`src/rtl/lms_pkg.sv`:
```
// Shared types for the LMS sample sequencer: data width, FSM states, sample pair.
package lms_pkg;
    localparam int LMS_DW = 16;

    typedef enum logic [2:0] {
        ST_IDLE,
        ST_LOAD,
        ST_WAIT,
        ST_CAPTURE,
        ST_DONE
    } seq_state_e;

    typedef struct packed {
        logic [LMS_DW-1:0] x;
        logic [LMS_DW-1:0] d;
    } lms_pair_t;
endpackage

```
`src/rtl/lms_stream_seq_if.sv`:
```
// Sample-in / result-out streams of the sequencer; slave is the sequencer side.
interface lms_stream_seq_if;
    import lms_pkg::*;

    logic              s_valid;
    logic              s_ready;
    logic [LMS_DW-1:0] s_x;
    logic [LMS_DW-1:0] s_d;
    logic              m_valid;
    logic              m_ready;
    logic [LMS_DW-1:0] m_y;
    logic [LMS_DW-1:0] m_err;

    modport master (
        output s_valid, s_x, s_d, m_ready,
        input  s_ready, m_valid, m_y, m_err
    );

    modport slave (
        input  s_valid, s_x, s_d, m_ready,
        output s_ready, m_valid, m_y, m_err
    );
endinterface

```
`src/rtl/lms_sample_fifo.sv`:
```
// Synchronous FIFO of (x, d) pairs; no write-to-read bypass.
module lms_sample_fifo
    import lms_pkg::*;
#(
    parameter int DEPTH = 16,
    localparam int AW   = $clog2(DEPTH)
) (
    input  logic      Clk,
    input  logic      Rst,
    input  logic      push,
    input  lms_pair_t din,
    input  logic      pop,
    output lms_pair_t dout,
    output logic [AW:0] level,
    output logic      full,
    output logic      empty
);
    localparam logic [AW:0] FULL_LVL = (AW+1)'(DEPTH);

    lms_pair_t     mem [DEPTH];
    logic [AW-1:0] wr_ptr;
    logic [AW-1:0] rd_ptr;
    logic          do_push;
    logic          do_pop;

    assign full    = (level == FULL_LVL);
    assign empty   = (level == '0);
    assign do_push = push && !full;
    assign do_pop  = pop && !empty;
    assign dout    = mem[rd_ptr];

    // Pointers are exactly AW bits wide, so they wrap modulo DEPTH on their own.
    always_ff @(posedge Clk) begin
        if (Rst) begin
            wr_ptr <= '0;
            rd_ptr <= '0;
            level  <= '0;
        end else begin
            if (do_push) wr_ptr <= wr_ptr + 1'b1;
            if (do_pop)  rd_ptr <= rd_ptr + 1'b1;
            case ({do_push, do_pop})
                2'b10:   level <= level + 1'b1;
                2'b01:   level <= level - 1'b1;
                default: level <= level;
            endcase
        end
    end

    always_ff @(posedge Clk) begin
        if (do_push) mem[wr_ptr] <= din;
    end
endmodule

```
`src/rtl/lms_stream_seq.sv`:
```
// Paces buffered (x, d) pairs into the LMS core one at a time and returns
// each y/err through a single-entry valid/ready register.
module lms_stream_seq
    import lms_pkg::*;
#(
    parameter int FIFO_DEPTH = 16,
    parameter int CORE_LAT   = 2,
    localparam int LW        = $clog2(FIFO_DEPTH) + 1
) (
    input  logic              Clk,
    input  logic              Rst,
    input  logic              cfg_start,
    input  logic              cfg_abort,
    input  logic [LMS_DW-1:0] cfg_num,
    lms_stream_seq_if.slave   bus,
    output logic [LMS_DW-1:0] core_x,
    output logic [LMS_DW-1:0] core_d,
    output logic              core_strobe,
    input  logic [LMS_DW-1:0] core_y,
    input  logic [LMS_DW-1:0] core_err,
    output logic              busy,
    output logic              done_irq,
    output logic [LMS_DW-1:0] done_cnt,
    output logic [LW-1:0]     fifo_level
);
    localparam int CW = $clog2(CORE_LAT + 1);

    seq_state_e        state_q, state_d;
    lms_pair_t         fifo_dout;
    lms_pair_t         fifo_din;
    logic              fifo_full;
    logic              fifo_empty;
    logic              pop;
    logic              cap;
    logic              start_run;
    logic [CW-1:0]     cnt_q;
    logic [LMS_DW-1:0] num_q;
    logic              m_valid_q;
    logic [LMS_DW-1:0] m_y_q;
    logic [LMS_DW-1:0] m_err_q;

    assign fifo_din = '{x: bus.s_x, d: bus.s_d};

    lms_sample_fifo #(.DEPTH(FIFO_DEPTH)) u_fifo (
        .Clk   (Clk),
        .Rst   (Rst),
        .push  (bus.s_valid),
        .din   (fifo_din),
        .pop   (pop),
        .dout  (fifo_dout),
        .level (fifo_level),
        .full  (fifo_full),
        .empty (fifo_empty)
    );

    assign bus.s_ready = !fifo_full;
    assign bus.m_valid = m_valid_q;
    assign bus.m_y     = m_y_q;
    assign bus.m_err   = m_err_q;
    assign busy        = (state_q != ST_IDLE);

    always_ff @(posedge Clk) begin
        if (Rst) state_q <= ST_IDLE;
        else     state_q <= state_d;
    end

    always_comb begin
        state_d   = state_q;
        pop       = 1'b0;
        cap       = 1'b0;
        start_run = 1'b0;
        case (state_q)
            ST_IDLE: begin
                if (cfg_start) begin
                    if (cfg_num == '0) begin
                        state_d = ST_DONE;
                    end else begin
                        state_d   = ST_LOAD;
                        start_run = 1'b1;
                    end
                end
            end
            ST_LOAD: begin
                if (!fifo_empty) begin
                    pop     = 1'b1;
                    state_d = ST_WAIT;
                end
            end
            ST_WAIT: begin
                if (cnt_q == CW'(1)) state_d = ST_CAPTURE;
            end
            ST_CAPTURE: begin
                // Core inputs are held, so y/err stay valid while we stall here.
                if (!m_valid_q || bus.m_ready) begin
                    cap     = 1'b1;
                    state_d = (LMS_DW'(done_cnt + 1'b1) == num_q) ? ST_DONE : ST_LOAD;
                end
            end
            ST_DONE: state_d = ST_IDLE;
            default: state_d = ST_IDLE;
        endcase
        // Abort wins over everything: no pop, no capture, no run start.
        if (cfg_abort) begin
            state_d   = ST_IDLE;
            pop       = 1'b0;
            cap       = 1'b0;
            start_run = 1'b0;
        end
    end

    always_ff @(posedge Clk) begin
        if (Rst) begin
            core_x      <= '0;
            core_d      <= '0;
            core_strobe <= 1'b0;
            cnt_q       <= '0;
            num_q       <= '0;
            done_cnt    <= '0;
            done_irq    <= 1'b0;
            m_valid_q   <= 1'b0;
            m_y_q       <= '0;
            m_err_q     <= '0;
        end else begin
            core_strobe <= pop;
            done_irq    <= (state_q == ST_DONE) && !cfg_abort;
            if (pop) begin
                core_x <= fifo_dout.x;
                core_d <= fifo_dout.d;
                cnt_q  <= CW'(CORE_LAT);
            end else if (state_q == ST_WAIT) begin
                cnt_q <= cnt_q - 1'b1;
            end
            if (start_run) begin
                num_q    <= cfg_num;
                done_cnt <= '0;
            end
            if (cap) begin
                m_y_q     <= core_y;
                m_err_q   <= core_err;
                m_valid_q <= 1'b1;
                done_cnt  <= done_cnt + 1'b1;
            end else if (bus.m_ready) begin
                m_valid_q <= 1'b0;
            end
        end
    end
endmodule

```
`src/flat_wrapper.sv`:
```
// flat-port wrapper written by rule: the top's interface ports become plain ports
module lms_stream_seq_flat import lms_pkg::*;
#(
    parameter int FIFO_DEPTH = 16,
    parameter int CORE_LAT   = 2,
    localparam int LW        = $clog2(FIFO_DEPTH) + 1
)
  (Clk, Rst, cfg_start, cfg_abort, cfg_num, core_x, core_d, core_strobe, core_y, core_err, busy, done_irq, done_cnt, fifo_level, bus_s_valid, bus_s_x, bus_s_d, bus_m_ready, bus_s_ready, bus_m_valid, bus_m_y, bus_m_err);
  lms_stream_seq_if bus_i ();
  input  logic Clk;
  input  logic Rst;
  input  logic cfg_start;
  input  logic cfg_abort;
  input  logic [LMS_DW-1:0] cfg_num;
  output logic [LMS_DW-1:0] core_x;
  output logic [LMS_DW-1:0] core_d;
  output logic core_strobe;
  input  logic [LMS_DW-1:0] core_y;
  input  logic [LMS_DW-1:0] core_err;
  output logic busy;
  output logic done_irq;
  output logic [LMS_DW-1:0] done_cnt;
  output logic [LW-1:0] fifo_level;
  input wire logic [$bits(bus_i.s_valid)-1:0] bus_s_valid;
  input wire logic [$bits(bus_i.s_x)-1:0] bus_s_x;
  input wire logic [$bits(bus_i.s_d)-1:0] bus_s_d;
  input wire logic [$bits(bus_i.m_ready)-1:0] bus_m_ready;
  output wire logic [$bits(bus_i.s_ready)-1:0] bus_s_ready;
  output wire logic [$bits(bus_i.m_valid)-1:0] bus_m_valid;
  output wire logic [$bits(bus_i.m_y)-1:0] bus_m_y;
  output wire logic [$bits(bus_i.m_err)-1:0] bus_m_err;
  assign bus_i.s_valid = bus_s_valid;
  assign bus_i.s_x = bus_s_x;
  assign bus_i.s_d = bus_s_d;
  assign bus_i.m_ready = bus_m_ready;
  assign bus_s_ready = bus_i.s_ready;
  assign bus_m_valid = bus_i.m_valid;
  assign bus_m_y = bus_i.m_y;
  assign bus_m_err = bus_i.m_err;
  lms_stream_seq #(.FIFO_DEPTH(FIFO_DEPTH), .CORE_LAT(CORE_LAT)) u_core (.Clk(Clk), .Rst(Rst), .cfg_start(cfg_start), .cfg_abort(cfg_abort), .cfg_num(cfg_num), .bus(bus_i), .core_x(core_x), .core_d(core_d), .core_strobe(core_strobe), .core_y(core_y), .core_err(core_err), .busy(busy), .done_irq(done_irq), .done_cnt(done_cnt), .fifo_level(fifo_level));
endmodule
```
`config.mk`:
```
export PLATFORM = sky130hd
export DESIGN_NAME = lms_stream_seq_flat
export DESIGN_NICKNAME = d
export VERILOG_FILES = /design/src/rtl/lms_pkg.sv /design/src/rtl/lms_stream_seq_if.sv /design/src/rtl/lms_sample_fifo.sv /design/src/rtl/lms_stream_seq.sv /design/src/flat_wrapper.sv
export SDC_FILE = /design/constraint.sdc
export NUM_CORES = 1
export LEC_CHECK = 0
export ABC_AREA = 1
export BUFFER_PORTS_ARGS = -buffer_cell sky130_fd_sc_hd__buf_2
export CORE_ASPECT_RATIO = 0.5
export CORE_MARGIN = 3
export CORE_UTILIZATION = 35
export CTS_CLUSTER_DIAMETER = 150
export CTS_CLUSTER_SIZE = 8
export DETAILED_ROUTE_END_ITERATION = 12
export GPL_TIMING_DRIVEN = 0
export SYNTH_ARGS = -nofsm -noshare
export SYNTH_HDL_FRONTEND = slang
export SYNTH_HIERARCHICAL = 1
export SYNTH_SLANG_ARGS = --single-unit
```
`constraint.sdc`:
```
create_clock -name Clk -period 2.8 [get_ports Clk]
set_input_delay 0.56 -clock Clk [delete_from_list [all_inputs] [get_ports Clk]]
set_output_delay 0.56 -clock Clk [all_outputs]
set_load 0.02 [all_outputs]
```
==> results of run 1 <==
## layout by cell type (no fill, tap or decap), types with 19 or more instances in the layout
cell,Yosys,layout
o211ai_1,129,129
dfxtp_1,121,118
buf_12,8,19
nand2_1,210,210
clkbuf_16,0,89
o21ai_1,32,32
edfxtp_1,512,512
o21ai_0,190,190
mux2i_1,128,128
a21oi_1,172,172
clkbuf_1,68,132
nand3_1,99,99
inv_1,188,188
nor2_1,118,102
buf_2,15,190
## worst register-to-register path, stage by stage, from the launching register on
cell and delay [ps]:
dfxtp_1 430, clkbuf_1 630, clkbuf_1 680, a21oi_1 70
o21ai_0 110, o211ai_1 130, o211ai_1 170, nand2_1 180
nand2_1 110, nand2_1 50
## state kept, by name, summed over array words and instances (netlist names), named ones only
name,cells
u_core/bus.m_err,16
u_core/bus.m_y,16
u_core/bus.m_valid,1
u_core/cnt_q,2
u_core/core_d,16
u_core/num_q,16
u_core/done_cnt,16
u_core/core_strobe,1
u_core/done_irq,1
u_core/u_fifo/level,5
u_core/state_q,3
u_core/u_fifo/wr_ptr,4
u_core/u_fifo/rd_ptr,4
u_core/core_x,16
u_core/u_fifo/mem,512
## path summary, 6_finish.rpt
kind,cells past startpoint,slack [ps],end
setup reg to reg,9,130,u_core/core_d[3]$_SDFFE_PP0P_
hold reg to reg,2,470,u_core/core_x[14]$_SDFFE_PP0P_
hold / removal,3,160,u_core/bus.m_y[2]$_SDFFE_PP0P_
setup / recovery,9,130,u_core/core_d[3]$_SDFFE_PP0P_
## power by group
group	leakage, nW	internal [mW]	switching (mW)
clock network	1.25	6.01	4.14
logic	4.23	0.436	0.927
registers	5.60	10.4	0.0691
total	11.1	16.8	5.14
## cells by family (layout without fill, tap and decap cells)
logic type	after synthesis	after routing
flip-flops	633	633
AO/OA/AOI/OAI	528	528
AND/OR/NAND/NOR	469	469
buffers and inverters	315	670
multiplexers	128	128
XOR/XNOR	14	14
adder cells (fa/ha/maj)	10	10
other	0	1
## layout make-up
cell class / instances / area share (%)
flip-flops and latches: 633 / 57.1
well taps: 958 / 3.85
clock buffers: 153 / 7.92
clock inverters: 8 / 0.594
plain buffers: 118 / 2.37
multi-input cells: 1149 / 21.5
diodes: 1 / 0.00803
inverters: 197 / 2.37
repair buffers: 194 / 4.23
## per-layer routing
layer,vias up,global-route usage [%]
met5,-,0
met1,8894,26.6
met4,4,6.47
met3,139,4.53
met2,795,31.9
li1,8131,-
==> flow_metrics.env, run 1 <==
export IMPL_status="complete, no violations"
export IMPL_grt_pass1_vias=17000
export IMPL_synth_distinct_cells=43
export IMPL_yosys_area_share_xor_xnor_pct=0.581
export IMPL_drv_cap=0
export IMPL_worstPathCellList="clkbuf_1 -> clkbuf_1 -> a21oi_1 -> o21ai_0 -> o211ai_1 -> o211ai_1 -> nand2_1 -> nand2_1 -> nand2_1"
export IMPL_cts_path_max_buffers=3
export IMPL_p_leak_nw=11.1
export IMPL_worst_skew_pair_late_latency_ps=670
export IMPL_finalSetupViolCount=0
export IMPL_holdBufCountCts=0
export IMPL_start_util_pct=35.9
export IMPL_area_delta_synth_final_pct=20.5
export IMPL_regArea_um2=17800
export IMPL_wirelength_mm=77.8
export IMPL_fin_nets=2478
export IMPL_critPathRequiredTime_ps=3310
export IMPL_cpMostUsedCell="nand2_1"
export IMPL_viasPerCell=5.27
export IMPL_core_area_um2=72100
export IMPL_grt_max_degree=20
export IMPL_wl_met2_mm=35.9
export IMPL_hold_viol=0
export IMPL_ys_flop_type="edfxtp_1"
export IMPL_drc=0
export IMPL_fin_crit_sh_pct=95.4
export IMPL_grt_setup_unrepaired="no"
export IMPL_wl_per_cell_um=22.8
export IMPL_worst_path_buf_inv=2
export IMPL_ys_seq_elements=633
export IMPL_worst_path_max_fanout=10
export IMPL_relSlewSlack_pct=11.7
export IMPL_seq_area_frac_synth_pct=68.8
export IMPL_nFillCells=6634
export IMPL_cts_tree="yes"
export IMPL_io_buffers=175
export IMPL_worst_hold_path_type="in2reg"
export IMPL_synth_compound_area_share_pct=11.6
export IMPL_finish_utilization_pct=43.2
export IMPL_critPathCaptureType="flop"
export IMPL_cts_root_buf="clkbuf_16"
export IMPL_dieArea_um2=77400
export IMPL_numCtsBuffers=89
export IMPL_firstDrtPassIters=5
export IMPL_synth_common_cells="edfxtp_1, nand2_1, o21ai_0, inv_1, a21oi_1"
export IMPL_io_pins=176
export IMPL_synth_simple_area_share_pct=7.86
export IMPL_wl_met1_mm=33.2
export IMPL_drtIter0Drc=1824
export IMPL_antenna_found_initial=3
export IMPL_path_class="reg2reg"
export IMPL_power_density_nw_per_um2=704
export IMPL_finalPower_mw=21.9
export IMPL_peakVddDrop_uv=441
export IMPL_htree_num_levels=3
export IMPL_row_count=69
export IMPL_dp_hpwl_mm=50.5
export IMPL_path_clk_slew_ps=60
export IMPL_drive_above_1_share_pct=15.9
export IMPL_syn_nets=2193
export IMPL_yosysMostFrequentCell="edfxtp_1"
export IMPL_hold_slack_ps=157
export IMPL_grt_ovfl_total=0
export IMPL_cts_resized=0
export IMPL_synth_top_cell_by_area="edfxtp_1"
export IMPL_max_stage_delay_ps=680
export IMPL_fmax_ghz=0.374
export IMPL_route_met3_wl_mm=6.46
export IMPL_die_w_um=390
export IMPL_dp_cells=3249
export IMPL_cp_start_kind="flop"
export IMPL_cts_sinks=633
export IMPL_slew_violations=0
export IMPL_vias=18000
export IMPL_synthMuxAreaShare_pct=4.96
export IMPL_routabilityCongestion=0.799
export IMPL_die_height_um=198
export IMPL_syn_inst=2097
export IMPL_path_delay_family="buffers and inverters"
export IMPL_yosys_warnings=6
export IMPL_slowest_stage="clkbuf_1"
export IMPL_hp_start="core_y[2]"
export IMPL_clock_skew_ps=61.8
export IMPL_synth_edff_count=512
export IMPL_synth_top_area_share_pct=59.5
export IMPL_fin_tns_setup_ps=0
export IMPL_post_cts_buffers=0
export IMPL_grt_util_all_layers_pct=19.8
export IMPL_grt_pass1_wl_mm=112
export IMPL_stdcell_count=3411
export IMPL_fin_ws_ps=130
export IMPL_synthAdderAreaFrac_pct=0.484
export IMPL_finalInstanceArea_um2=31100
export IMPL_synth_area_um2=25900
export IMPL_pre_cts_ws_ps=190
export IMPL_synth_top_family_by_area="compound AO/OA/AOI/OAI gates"
export IMPL_routed_top_layer="met5"
export IMPL_synthArstFlopShare_pct=0
export IMPL_synthTopCellsByArea="edfxtp_1, dfxtp_1, mux2i_1"
export IMPL_drtAntennaViolNets=0
export IMPL_placed_area_um2=28500
export IMPL_min_period_ps=2670
export IMPL_worstPathArrival_ps=3180
export IMPL_syn_area_per_cell_um2=12.3
export IMPL_tightest_slew_ps=1320
export IMPL_multi_input_area_um2=6700
Power figures use the tool's default switching activity.
==> inputs of run 2 (changes only) <==
==> constraint.sdc (replaced) <==
create_clock -name Clk -period 2.95 [get_ports Clk]
set_input_delay 0.295 -clock Clk [delete_from_list [all_inputs] [get_ports Clk]]
set_output_delay 0.295 -clock Clk [all_outputs]
set_load 0.02 [all_outputs]
==> flow_metrics.env, run 2 (synthesis gave the netlist of run 1 again) <==
export IMPL_worst_path_max_fanout=10
export IMPL_worstPathCellList="clkbuf_1 -> clkbuf_1 -> a21oi_1 -> o21ai_0 -> o211ai_1 -> nand3_1 -> nand2_1 -> nand2_1 -> nand2_1"
export IMPL_cts_path_max_buffers=3
export IMPL_post_cts_buffers=0
export IMPL_core_area_um2=72100
export IMPL_grt_pass1_wl_mm=114
export IMPL_peakVddDrop_uv=377
export IMPL_mostFrequentLayoutCell="edfxtp_1"
export IMPL_dp_hpwl_mm=50.1
export IMPL_power_frac_comb_pct=6.5
export IMPL_p_leak_nw=11.2
export IMPL_slowest_stage="clkbuf_1"
export IMPL_routabilityCongestion=0.806
export IMPL_antenna_found_initial=3
export IMPL_critPathCaptureType="flop"
export IMPL_relSlewSlack_pct=20.8
export IMPL_wirelength_mm=78.4
export IMPL_drive_above_1_share_pct=15.3
export IMPL_numCtsBuffers=89
export IMPL_tightest_slew_ps=1190
export IMPL_start_util_pct=35.9
export IMPL_dieArea_um2=77400
export IMPL_cp_start_kind="flop"
export IMPL_path_class="reg2reg"
export IMPL_r2r_end="u_core/core_x[4]$_SDFFE_PP0P_"
export IMPL_hold_slack_ps=36.9
export IMPL_fin_nets=2521
export IMPL_path_depth=9
export IMPL_multi_input_area_um2=6700
export IMPL_cpMostUsedCell="nand2_1"
export IMPL_cts_tree="yes"
export IMPL_hold_viol=0
export IMPL_die_w_um=390
export IMPL_cts_sinks=633
export IMPL_largest_reg_flops=512
export IMPL_intPower_mw=15.9
export IMPL_worstPathArrival_ps=3170
export IMPL_row_count=69
export IMPL_status="complete, no violations"
export IMPL_cts_root_buf="clkbuf_16"
export IMPL_slew_violations=0
export IMPL_p_clk_share_pct=45.6
export IMPL_reg2regPathDepth=9
export IMPL_sw_frac_of_total_pct=22.9
export IMPL_critPathRequiredTime_ps=3480
export IMPL_placed_area_um2=28400
export IMPL_finalInstanceArea_um2=31400
export IMPL_endpoint="u_core/core_x[4]$_SDFFE_PP0P_"
export IMPL_r2r_slack_ps=310
export IMPL_max_stage_delay_ps=720
export IMPL_worst_hold_path_type="in2reg"
export IMPL_die_height_um=198
export IMPL_seq_power_share_pct=47.9
export IMPL_firstDrtPassIters=5
export IMPL_clock_skew_ps=27.9
export IMPL_min_period_ps=2640
export IMPL_fmax_ghz=0.378
export IMPL_nFillCells=6465
export IMPL_vias=18100
export IMPL_grt_max_degree=21
export IMPL_drv_cap=0
export IMPL_io_buffers=175
export IMPL_drc=0
export IMPL_worst_path_buf_inv=2
export IMPL_grt_setup_unrepaired="no"
export IMPL_path_clk_slew_ps=60
export IMPL_regArea_um2=17800
export IMPL_wl_per_cell_um=22.7
export IMPL_htree_num_levels=3
export IMPL_viasPerCell=5.24
export IMPL_power_density_nw_per_um2=657
export IMPL_final_cell_mix="edfxtp_1, nand2_1, buf_2, o21ai_0, inv_1"
export IMPL_p_switching_mw=4.72
export IMPL_drtIter0Drc=1763
export IMPL_grt_ovfl_total=0
export IMPL_drtAntennaViolNets=0
export IMPL_io_pins=176
export IMPL_area_delta_synth_final_pct=21.6
export IMPL_finalSetupViolCount=0
export IMPL_worst_skew_pair_late_latency_ps=630
export IMPL_path_delay_family="buffers and inverters"
export IMPL_grt_util_all_layers_pct=20.0
export IMPL_top_register="u_core/u_fifo/mem"
export IMPL_fin_crit_sh_pct=89.6
export IMPL_grt_pass1_vias=17400
==> run 2: cell type report <==
class	instances	area share [%]
repair buffers	237	5.40
plain buffers	118	2.35
diodes	1	0.00796
multi-input cells	1149	21.3
inverters	197	2.35
clock buffers	154	7.86
flip-flops and latches	633	56.6
well taps	958	3.81
clock inverters	4	0.314
==> run 2: stage by stage <==
stage | TNS (ps) | cells | power [mW] | setup WS, ps | util, %
detailed placement | 0 | 3248 | 11.4 | 323 | 39.4
finish | 0 | 3451 | 20.6 | 308 | 43.6
global route | 0 | 3451 | 21.3 | 0.0757 | 43.6
global placement | -924000 | 3230 | 11.3 | -2010 | 38.7
floorplan | 0 | 2097 | 10.8 | 100 | -
CTS | 0 | 3450 | 20.8 | 328 | 43.6
==> run 2: routing by layer <==
layer  vias to the layer above  global-route usage, %  part of all wire, %
met5                         -                      0                0.027
met4                         4                   6.81                  3.1
met3                       150                   4.08                  8.2
met2                       812                   33.0                   47
met1                      8909                   26.4                   42
li1                       8224                      -                    -
==> run 2: power groups by stage <==
stage	combinational (mW)	clock [mW]	sequential (mW)
5_1_grt	1.44	10.0	9.90
3_3_place_gp	1.22	0	10.1
4_1_cts	1.33	9.59	9.89
2_1_floorplan	0.681	0	10.1
3_5_place_dp	1.28	0	10.1
6_report	1.34	9.41	9.90
==> run 2: repair_timing <==
| action | 4_1_cts | 5_1_grt |
|---|---|---|
| resized for setup | 0 | 1 |
| endpoints found under the setup margin | 0 | 2 |
| hold endpoints to repair | 48 | 0 |
| hold buffers | 44 | 0 |
==> run 2: worst min-delay path by stage <==
stage | startpoint | end | slack [ps] | cells past startpoint
4_1_cts | bus_m_ready | u_core/bus.m_valid$_SDFFE_PP0P_ | 2 | 4
2_1_floorplan | Rst | flop | 370 | 1
3_5_place_dp | u_core/num_q[2]$_SDFFE_PP0P_ | u_core/num_q[2]$_SDFFE_PP0P_ | 460 | 2
5_1_grt | bus_s_d[6] | u_core/u_fifo/mem[3][6]$_DFFE_PP_ | 30 | 1
3_3_place_gp | u_core/num_q[2]$_SDFFE_PP0P_ | u_core/num_q[2]$_SDFFE_PP0P_ | 450 | 2
6_report | bus_m_ready | u_core/bus.m_valid$_SDFFE_PP0P_ | 40 | 4
==> run 2: worst register-to-register path: cells and delay by family (launching register included) <==
family,cells,cell delay [ps]
flip-flops,1,420
buffers and inverters,2,1340
AO/OA/AOI/OAI,3,360
AND/OR/NAND/NOR,4,420
==> inputs of run 3 (changes only) <==
--- a/config.mk
+++ b/config.mk
@@ -14,7 +14,7 @@
 export CTS_CLUSTER_SIZE = 8
 export DETAILED_ROUTE_END_ITERATION = 12
 export GPL_TIMING_DRIVEN = 0
+export SETUP_SLACK_MARGIN = 0.4
 export SYNTH_ARGS = -nofsm -noshare
 export SYNTH_HDL_FRONTEND = slang
-export SYNTH_HIERARCHICAL = 1
 export SYNTH_SLANG_ARGS = --single-unit
==> flow_metrics.env, run 3 <==
export IMPL_io_pins=176
export IMPL_worst_hold_path_type="in2reg"
export IMPL_core_area_um2=69500
export IMPL_die_height_um=194
export IMPL_grt_util_all_layers_pct=20.0
export IMPL_worstPathCellList="buf_2 -> inv_1 -> buf_2 -> clkbuf_1 -> o21ai_0 -> o22ai_1 -> o21ai_0 -> o22ai_1 -> nand2_1 -> nand2_1"
export IMPL_finalPower_mw=20.3
export IMPL_top_register="u_core.u_fifo.mem"
export IMPL_dp_cells=3255
export IMPL_drc=0
export IMPL_power_density_nw_per_um2=662
export IMPL_vias=18500
export IMPL_start_util_pct=35.6
export IMPL_worstPathArrival_ps=3040
export IMPL_dieArea_um2=74200
export IMPL_synth_top_area_share_pct=62.1
export IMPL_drtAntennaViolNets=0
export IMPL_syn_inst=2119
export IMPL_status="complete, no violations"
export IMPL_grt_ovfl_total=0
export IMPL_min_period_ps=2470
export IMPL_antenna_found_initial=3
export IMPL_max_stage_delay_ps=520
export IMPL_seq_area_frac_synth_pct=71.5
export IMPL_path_class="reg2reg"
export IMPL_worst_path_max_fanout=10
export IMPL_worst_path_buf_inv=4
export IMPL_fmax_ghz=0.404
export IMPL_ys_flop_type="edfxtp_1"
export IMPL_placed_area_um2=27300
export IMPL_synth_edff_count=512
export IMPL_stdcell_count=3478
export IMPL_n_antenna_cell=0
export IMPL_clock_skew_ps=34.9
export IMPL_firstDrtPassIters=6
export IMPL_htree_num_levels=3
export IMPL_finalSetupViolCount=0
export IMPL_hold_viol=0
export IMPL_syn_nets=2217
export IMPL_synth_area_um2=24800
export IMPL_yosys_warnings=0
export IMPL_mostFrequentLayoutCell="edfxtp_1"
export IMPL_slew_violations=0
export IMPL_grt_setup_unrepaired="yes"
export IMPL_row_count=68
export IMPL_drv_cap=0
export IMPL_ys_seq_elements=629
export IMPL_tightest_slew_ps=1030
export IMPL_cp_start_kind="flop"
export IMPL_routabilityCongestion=0.852
export IMPL_synthTopCellsByArea="edfxtp_1, dfxtp_1, o21ai_0"
export IMPL_cts_path_max_buffers=3
export IMPL_path_delay_family="buffers and inverters"
export IMPL_fin_crit_sh_pct=83.8
export IMPL_dp_hpwl_mm=49.9
export IMPL_finalInstanceArea_um2=30700
export IMPL_slowest_stage="clkbuf_1"
export IMPL_yosysMostFrequentCell="edfxtp_1"
export IMPL_drive_above_1_share_pct=16.3
export IMPL_wl_per_cell_um=22.0
export IMPL_synthArstFlopShare_pct=0
export IMPL_cts_root_buf="clkbuf_16"
export IMPL_viasPerCell=5.32
export IMPL_io_buffers=175
export IMPL_final_cell_mix="edfxtp_1, nor2_1, o21ai_0, buf_2, nand2_1"
export IMPL_fin_tns_setup_ps=0
export IMPL_grt_pass1_wl_mm=111
export IMPL_syn_area_per_cell_um2=11.7
export IMPL_p_leak_nw=11.1
export IMPL_synth_top_cell_by_area="edfxtp_1"
export IMPL_drtIter0Drc=2207
export IMPL_cts_sinks=629
export IMPL_critPathRequiredTime_ps=3520
export IMPL_peakVddDrop_uv=378
export IMPL_worst_skew_pair_late_latency_ps=640
export IMPL_synth_common_cells="edfxtp_1, nor2_1, o21ai_0, nand2_1, o22ai_1"
export IMPL_wirelength_mm=76.4
export IMPL_grt_pass1_vias=17400
export IMPL_area_delta_synth_final_pct=24.0
export IMPL_critPathCaptureType="flop"
export IMPL_grt_max_degree=23
export IMPL_die_w_um=382
export IMPL_fin_nets=2562
export IMPL_relSlewSlack_pct=31.5
export IMPL_cts_tree="yes"
export IMPL_largest_reg_flops=512
export IMPL_synth_distinct_cells=39
export IMPL_numCtsBuffers=88
export IMPL_path_clk_slew_ps=50
-- run 3: changes by cell type after synthesis, moves of 42 or more --
cell,previous run,this run
a21oi_1,172,74
inv_1,188,58
o211ai_1,129,0
mux2i_1,128,0
o22ai_1,0,140
o21ai_0,190,320
nor2_1,118,385
nand3_1,99,57
-- run 3: through the flow --
| step | setup slack, ps | hold slack (ps) | utilization (%) |
|---|---|---|---|
| 2_1_floorplan | 7.79 | 394 | - |
| 3_3_place_gp | -1590 | 454 | 38.6 |
| 3_5_place_dp | -128 | 456 | 39.3 |
| 4_1_cts | 342 | 9.37 | 43.8 |
| 5_1_grt | 332 | 17.4 | 44.2 |
| 6_report | 478 | 36.9 | 44.2 |
-- run 3: final timing paths --
| kind | depth (start not counted) | startpoint | to | slack [ps] |
|---|---|---|---|---|
| max | 10 | u_core.u_fifo.rd_ptr[1]$_SDFFE_PP0P_ | u_core.core_d[12]$_SDFFE_PP0P_ | 480 |
| min | 1 | bus_s_d[7] | u_core.u_fifo.mem[14][7]$_DFFE_PP_ | 40 |
| max reg2reg | 10 | u_core.u_fifo.rd_ptr[1]$_SDFFE_PP0P_ | u_core.core_d[12]$_SDFFE_PP0P_ | 480 |
| min reg2reg | 2 | u_core.core_x[5]$_SDFFE_PP0P_ | u_core.core_x[5]$_SDFFE_PP0P_ | 470 |
-- run 3: layout make-up --
| cell class | count | area (µm²) |
|---|---|---|
| clock inverter | 6 | 114 |
| sequential | 629 | 17700 |
| inverter | 64 | 240 |
| clock buffer | 153 | 2490 |
| tap | 945 | 1180 |
| timing repair buffer | 255 | 1950 |
| buffer | 133 | 591 |
| multi-input combinational | 1293 | 6430 |
| fill | 6317 | 38800 |
-- run 3: logic make-up after synthesis --
kind of cell	Yosys count	synth area share, %
AO/OA/AOI/OAI	591	13.2
AND/OR/NAND/NOR	681	11.1
adder cells (fa/ha/maj)	12	0.636
buffers and inverters	197	3.23
XOR/XNOR	9	0.379
flip-flops	629	71.5
-- run 3: what timing repair did --
| action | 4_1_cts | 5_1_grt |
|---|---|---|
| gates resized for setup | 7 | 39 |
| pin swaps | 1 | 6 |
| buffers inserted | 1 | 18 |
| hold buffers | 45 | 0 |
| endpoints found under the hold margin | 46 | 0 |
| endpoints found under the setup margin | 5 | 86 |
-- run 3: power by group --
group,internal [mW],switching [mW]
clock network,5.71,3.85
logic,0.304,0.682
registers,9.74,0.0511
-- run 3: routing by layer --
| layer | up-vias | global-route usage, % | share of wire [%] |
|---|---|---|---|
| li1 | 8399 | - | - |
| met5 | - | 0 | 0.017 |
| met4 | 2 | 7.24 | 3.3 |
| met2 | 884 | 32.2 | 46 |
| met3 | 139 | 3.57 | 8.7 |
| met1 | 9067 | 27.1 | 42 |
